## config.mk

```make
export PLATFORM = sky130hd
export DESIGN_NAME = f_fetch_unit
export DESIGN_NICKNAME = d
export VERILOG_FILES = /design/src/rtl/f_fetch_pkg.sv /design/src/rtl/f_fetch_perfcnt.sv /design/src/rtl/f_fetch_unit.sv
export SDC_FILE = /design/constraint.sdc
export NUM_CORES = 1
export LEC_CHECK = 0
export BUFFER_PORTS_ARGS = -buffer_cell sky130_fd_sc_hd__buf_2
export CAP_MARGIN = 10
export CORE_UTILIZATION = 30
export CTS_CLUSTER_DIAMETER = 200
export DETAILED_ROUTE_END_ITERATION = 8
export GPL_TIMING_DRIVEN = 0
export PLACE_DENSITY = 0.54
export SKIP_CTS_REPAIR_TIMING = 1
export SYNTH_ARGS = -nofsm -noshare
export SYNTH_HDL_FRONTEND = slang
export SYNTH_SLANG_ARGS = --single-unit
```

## constraint.sdc

```tcl
create_clock -name i_clk -period 2.5 [get_ports i_clk]
set_clock_uncertainty 0.05 [all_clocks]
set_input_delay 0.75 -clock i_clk [delete_from_list [all_inputs] [get_ports i_clk]]
set_output_delay 0.75 -clock i_clk [all_outputs]
set_load 0.03 [all_outputs]
```

## src/rtl/f_fetch_pkg.sv

```systemverilog
// rtl/f_fetch_pkg.sv - shared types and constants for the fetch stage
package f_fetch_pkg;

  typedef enum logic [1:0] {
    IDLE = 2'd0,
    REQ  = 2'd1,
    WAIT = 2'd2,
    HOLD = 2'd3
  } fetch_state_t;

  localparam int INSTR_W = 32;
  localparam logic [31:0] PC_INC = 32'd4;
  localparam logic [INSTR_W-1:0] NOP = 32'h0;

endpackage

```

## src/rtl/f_fetch_perfcnt.sv

```systemverilog
// rtl/f_fetch_perfcnt.sv - fetch/stall/flush event counters (wrap at 2^32)
module f_fetch_perfcnt (
  input  logic        i_clk,
  input  logic        i_rst_n,
  input  logic        i_fetch,
  input  logic        i_stall,
  input  logic        i_flush,
  output logic [31:0] o_cnt_fetch,
  output logic [31:0] o_cnt_stall,
  output logic [31:0] o_cnt_flush
);

  always_ff @(posedge i_clk or negedge i_rst_n) begin
    if (!i_rst_n) begin
      o_cnt_fetch <= 32'd0;
      o_cnt_stall <= 32'd0;
      o_cnt_flush <= 32'd0;
    end else begin
      if (i_fetch) o_cnt_fetch <= o_cnt_fetch + 32'd1;
      if (i_stall) o_cnt_stall <= o_cnt_stall + 32'd1;
      if (i_flush) o_cnt_flush <= o_cnt_flush + 32'd1;
    end
  end

endmodule

```

## src/rtl/f_fetch_unit.sv

```systemverilog
// rtl/f_fetch_unit.sv - PC register, single-outstanding imem fetch FSM and IF/ID register
// Optional counters enabled by defining F_FETCH_PERFCNT_EN.
module f_fetch_unit
  import f_fetch_pkg::*;
#(
  parameter int                ADDR_W   = 32,
  parameter logic [ADDR_W-1:0] RESET_PC = '0
) (
  input  logic               i_clk,
  input  logic               i_rst_n,
  input  logic [ADDR_W-1:0]  i_addr_nextpc,
  output logic [ADDR_W-1:0]  o_addr_pc,
  output logic [ADDR_W-1:0]  o_addr_pcplus4,
  output logic               o_imem_req,
  output logic [ADDR_W-1:0]  o_imem_addr,
  input  logic               i_imem_gnt,
  input  logic               i_imem_rvalid,
  input  logic [INSTR_W-1:0] i_imem_rdata,
  input  logic               i_id_stall,
  input  logic               i_flush,
  output logic               o_ifid_valid,
  output logic [INSTR_W-1:0] o_ifid_instr,
  output logic [ADDR_W-1:0]  o_ifid_pcplus4
`ifdef F_FETCH_PERFCNT_EN
  ,
  output logic [31:0]        o_cnt_fetch,
  output logic [31:0]        o_cnt_stall,
  output logic [31:0]        o_cnt_flush
`endif
);

  fetch_state_t       state;
  logic [ADDR_W-1:0]  pc;
  logic               discard;
  logic [INSTR_W-1:0] hold_instr;
  logic [ADDR_W-1:0]  hold_pcplus4;

  logic [ADDR_W-1:0]  pc_plus4;
  logic               ifid_loadable;
  logic               resp_load;
  logic               hold_load;
  logic               ifid_load;

  assign pc_plus4       = pc + ADDR_W'(PC_INC);
  assign o_addr_pc      = pc;
  assign o_addr_pcplus4 = pc_plus4;
  assign o_imem_addr    = pc;
  // A flush suppresses the request combinationally so the old PC never issues.
  assign o_imem_req     = (state == REQ) && !i_flush;

  assign ifid_loadable = !o_ifid_valid || !i_id_stall;
  assign resp_load     = (state == WAIT) && i_imem_rvalid && !discard && !i_flush && ifid_loadable;
  assign hold_load     = (state == HOLD) && !i_flush && ifid_loadable;
  assign ifid_load     = resp_load || hold_load;

  always_ff @(posedge i_clk or negedge i_rst_n) begin
    if (!i_rst_n) begin
      state          <= IDLE;
      pc             <= RESET_PC;
      discard        <= 1'b0;
      hold_instr     <= NOP;
      hold_pcplus4   <= '0;
      o_ifid_valid   <= 1'b0;
      o_ifid_instr   <= NOP;
      o_ifid_pcplus4 <= '0;
    end else begin
      case (state)
        IDLE: state <= REQ;
        REQ: begin
          if (o_imem_req && i_imem_gnt) state <= WAIT;
        end
        WAIT: begin
          if (i_imem_rvalid) begin
            if (discard || i_flush) begin
              discard <= 1'b0;
              state   <= REQ;
            end else if (ifid_loadable) begin
              state <= REQ;
            end else begin
              hold_instr   <= i_imem_rdata;
              hold_pcplus4 <= pc_plus4;
              state        <= HOLD;
            end
          end else if (i_flush) begin
            // Response for the stale PC is still in flight; drop it on arrival.
            discard <= 1'b1;
          end
        end
        HOLD: begin
          if (i_flush || ifid_loadable) state <= REQ;
        end
        default: state <= IDLE;
      endcase

      if (i_flush) begin
        pc           <= i_addr_nextpc;
        o_ifid_valid <= 1'b0;
      end else if (resp_load) begin
        o_ifid_valid   <= 1'b1;
        o_ifid_instr   <= i_imem_rdata;
        o_ifid_pcplus4 <= pc_plus4;
        pc             <= i_addr_nextpc;
      end else if (hold_load) begin
        o_ifid_valid   <= 1'b1;
        o_ifid_instr   <= hold_instr;
        o_ifid_pcplus4 <= hold_pcplus4;
        pc             <= i_addr_nextpc;
      end else if (o_ifid_valid && !i_id_stall) begin
        o_ifid_valid <= 1'b0;
      end
    end
  end

`ifdef F_FETCH_PERFCNT_EN
  logic perf_stall;
  assign perf_stall = (state == HOLD) || (o_ifid_valid && i_id_stall);

  f_fetch_perfcnt u_perfcnt (
    .i_clk       (i_clk),
    .i_rst_n     (i_rst_n),
    .i_fetch     (ifid_load),
    .i_stall     (perf_stall),
    .i_flush     (i_flush),
    .o_cnt_fetch (o_cnt_fetch),
    .o_cnt_stall (o_cnt_stall),
    .o_cnt_flush (o_cnt_flush)
  );
`endif

endmodule

```

Word-level counts from Yosys, hierarchy flattened --
Cells that the tools add are included.
Storage, ports and cells: register bits after elaboration 164, output and inout port bits 162
Cells by class: $add $sub $neg 1, equality and inequality tests 7, mux-type cells 20, bitwise operators 3, reduce and logical (&&, ||, !) cells 25
Operators by type and width (number):
- $mux W32 | 7
- $add A32 B3 Y32 const B | 1
- $mux W2 | 5
- $logic_and A1 B1 Y1 | 9
- $pmux W2 S4 | 1
- $mux W1 | 7
- $ne A2 B1 Y1 const B | 3
- $reduce_and A3 Y1 | 2
- $eq A2 B2 Y1 const B | 2
- $logic_not A1 Y1 | 4
- $reduce_and A4 Y1 | 1
- $reduce_bool A2 Y1 | 2
- $reduce_bool A4 Y1 | 1
- $logic_or A1 B1 Y1 | 3
- $not A1 Y1 | 3
- $reduce_bool A3 Y1 | 1
- $eq A2 B1 Y1 const B | 1
- $logic_not A2 Y1 | 1
- $ne A2 B2 Y1 const B | 1
- $reduce_and A2 Y1 | 1

Depth between registers and ports, before layout --
word-level depth 7, gate-level depth with buffers 8, depth with buffers taken out 6

Worst setup path after synthesis --
No wires, ideal clock.
kind register to output, start point reg pc[2] (netlist: o_addr_pc[2]), end point out o_addr_pcplus4[10], arrival 1.953 ns, data required time 1.700 ns, slack -0.253 ns, cell stages (with the launch flop) 5, buffers on the path 0, path through dfrtp_1 ha_1 nand3_1 or2_2 xnor2_1
Between the ends: longest elaborated chain between the ends 1
Ends and longest elaborated chain:
- start, declared | line f_fetch_unit.sv:33 | logic [ADDR_W-1:0] pc;
- start signal, assigned | line f_fetch_unit.sv:96 | pc <= i_addr_nextpc;
- start signal, assigned | line f_fetch_unit.sv:102 | pc <= i_addr_nextpc;
- start signal, assigned | line f_fetch_unit.sv:107 | pc <= i_addr_nextpc;
- $add A32 B3 Y32 | line f_fetch_unit.sv:44 | assign pc_plus4 = pc + ADDR_W'(PC_INC);
- end, declared | line f_fetch_unit.sv:13 | output logic [ADDR_W-1:0] o_addr_pcplus4,
Every way passes these cells.

Worst setup path in the final report --
start point reg pc[2] (netlist: o_addr_pc[2]), end point out o_addr_pcplus4[30]
Same word-level chain as after synthesis.

==> run metrics <==
status=complete, but fails checks; failing checks=negative setup slack; Worst-Margin Slew=approximately 0.67 ns; r2r endpoint=o_addr_pc[9]; nets@finish=1043; largest area contributor in the netlist=dfrtp_1; dpl cells=about 1200; ys flop type=dfrtp_1; core area=between 20000 and 25000 um2; setup TNS=-8.910 ns; initial antenna violation count=0; Design Power=11.02 mW; Final Non-Filler Cells=1306; share of layout cells above drive strength 1=approximately 53%; Detailed Routing Iterations Pass 1=4; first-pass GRT wire length=32.08 mm; Post-synth top cells=dfrtp_1, mux2_2, nor2_1; clk sinks=about 160; warnings from Yosys=0; RSZ-0062 raised after global routing=true; cell row count=57; remaining global-route overflow=0; register area share after synthesis=approximately 54%; drt drc=0; Final Hold Viols=0; input/output buffers=around 230; via count=around 5900; Max Cap Viol=0; Syn Std Cell Area=~7600 um2; Hold WS=~0.19 ns; period utilisation layout=120.2%; Slew Limit Fails=0; Total Routing Usage GR=between 15 and 20%; FILL cells=between 2000 and 2500; r2r setup slk=between 0.1 and 0.15 ns; Area growth, synth to finish=39.81%; Clk Tree Root Cell=clkbuf_16; Clock Latency Late Sink=around 0.43 ns; Post-synth EDFFs=0; syn nets=738; Setup Crit Path Kind=reg2out; vias in the first global route=between 5000 and 6000; post-synth top area share=53.98%; Num CTS Buffers=17; pin count of the biggest net entering global routing=between 100 and 150; number of setup violations in the final report=25; Die W=approximately 160 um; max frequency=between 300 and 400 MHz; CP Data Arrival Time=around 2.2 ns; n_diodes=0; Via density=4.492; Die Ht=between 150 and 200 um; Util after Layout=43.20%; CTS tree=done; dpl ws=-0.4624 ns; Distinct cells, synth=38; Power Dens Cells=approximately 1000 nW/um2; smallest setup slack after layout=-0.5059 ns; H-tree levels=4; placer congestion estimate=0.7638; # IOs=232; CTS Buffer Depth=2; ys async rst share=100.0%; clock transition at the registers of the reported paths=0.08 ns; DRT iter0 DRCs=around 280; drt total wl=20.96 mm; crit path max fanout=6; min Tclk post-route=approximately 3 ns; Post-DP Area=between 9000 and 10000 um2; most frequent cell after synthesis=dfrtp_1; Initial Util=between 30% and 40%; Avg Synthesized Cell Area=between 10 and 15 um2; HPWL Detailed=about 15 mm; main area contributors after synthesis=dfrtp_1, mux2_2, mux2i_1; Finished Cell Area=approximately 11000 um2; worst r2r src=state[0]; Worst EP required=~1.7 ns; VDD IR max=between 0.3 and 0.4 mV; crit path launch type=flip-flop; die area=between 20000 and 30000 um2; slew margin rel.=between 50 and 60%; crit end category=output pin; HP Class=in2async; Syn Inst Count=about 660; Seq cells post-synth=roughly 160; drt wl/cell=around 16 um; R2R depth=7; Pleak=around 5.7 nW; Post-DRT Antenna Nets=0
## how the worst max path moves through the flow
stage	end	slack [ns]	cells after the start	from
2_1_floorplan	o_addr_pcplus4[28]	0.004	5	o_addr_pc[19]
3_3_place_gp	o_addr_pc[5]	-2.48	1	i_rst_n
3_5_place_dp	o_addr_pcplus4[24]	-0.46	7	o_addr_pc[2]
4_1_cts	o_addr_pcplus4[24]	-0.94	7	o_addr_pc[2]
5_1_grt	o_addr_pcplus4[25]	-0.62	8	o_addr_pc[4]
6_report	o_addr_pcplus4[30]	-0.51	7	o_addr_pc[2]
## layout by cell type, fill, tap and decap left out, types with 4 or more instances in the layout
cell type | synthesis | layout
nand2_1 | 49 | 47
buf_4 | 40 | 93
mux2_2 | 93 | 93
a21oi_1 | 48 | 48
nand3_1 | 9 | 6
dfrtp_2 | 0 | 19
o21ai_0 | 38 | 38
clkbuf_16 | 0 | 17
clkinvlp_4 | 0 | 4
mux2i_1 | 45 | 45
xor2_2 | 0 | 16
and3_1 | 5 | 5
buf_6 | 0 | 19
clkbuf_1 | 21 | 21
nand4_1 | 8 | 8
buf_2 | 6 | 217
inv_8 | 0 | 5
nor2_1 | 52 | 49
dfrtp_1 | 164 | 145
inv_1 | 28 | 25
## power breakdown
| group | switching (mW) | internal, mW |
|---|---|---|
| clock network | 1.29 | 1.34 |
| logic | 2.89 | 1.71 |
| registers | 0.472 | 3.32 |
## registers in the layout (all words and copies together), names as in the netlist
register,cells
discard,1
hold_instr,32
hold_pcplus4,32
o_addr_pc,32
o_ifid_instr,32
o_ifid_pcplus4,32
o_ifid_valid,1
state,2
## final cells by class
| class | instances | area [um2] | area share (%) |
|---|---|---|---|
| Tap cell | 324 | 405.4 | 3.814 |
| Buffer | 68 | 415.4 | 3.908 |
| Clock buffer | 17 | 425.4 | 4.002 |
| Sequential cell | 164 | 4128 | 38.83 |
| Inverter | 28 | 105.1 | 0.9888 |
| Clock inverter | 15 | 161.4 | 1.519 |
| Multi-Input combinational cell | 404 | 3273 | 30.79 |
| Timing Repair Buffer | 286 | 1715 | 16.14 |
## worst max-delay path: stages (launching register included)
cell	delay, ns
dfrtp_2	0.43
ha_4	0.17
nand3_4	0.12
nor4_4	0.41
nand4_1	0.21
xor2_2	0.24
inv_2	0.05
buf_6	0.14
## logic make-up after synthesis
family | count (synthesis) | share of synthesized area (%)
DFF | 164 | 53.98
buffers and inverters | 96 | 6.814
xor gates and xnor gates | 28 | 3.226
and+or+nand+nor | 139 | 9.036
muxes | 140 | 20.00
AOI/OAI and AO/OA | 93 | 6.287
adders and majority gates | 4 | 0.6584
## layer usage
metal  global-route usage [%]  wire length [um]  vias to the layer above
met5                        0                 0                        -
met4                    5.746               278                        0
met3                    3.133              1002                       16
met2                    25.80             10050                      177
met1                    21.49              9633                     2835
li1                         -                 -                     2838
Power figures use the tool's default switching activity.
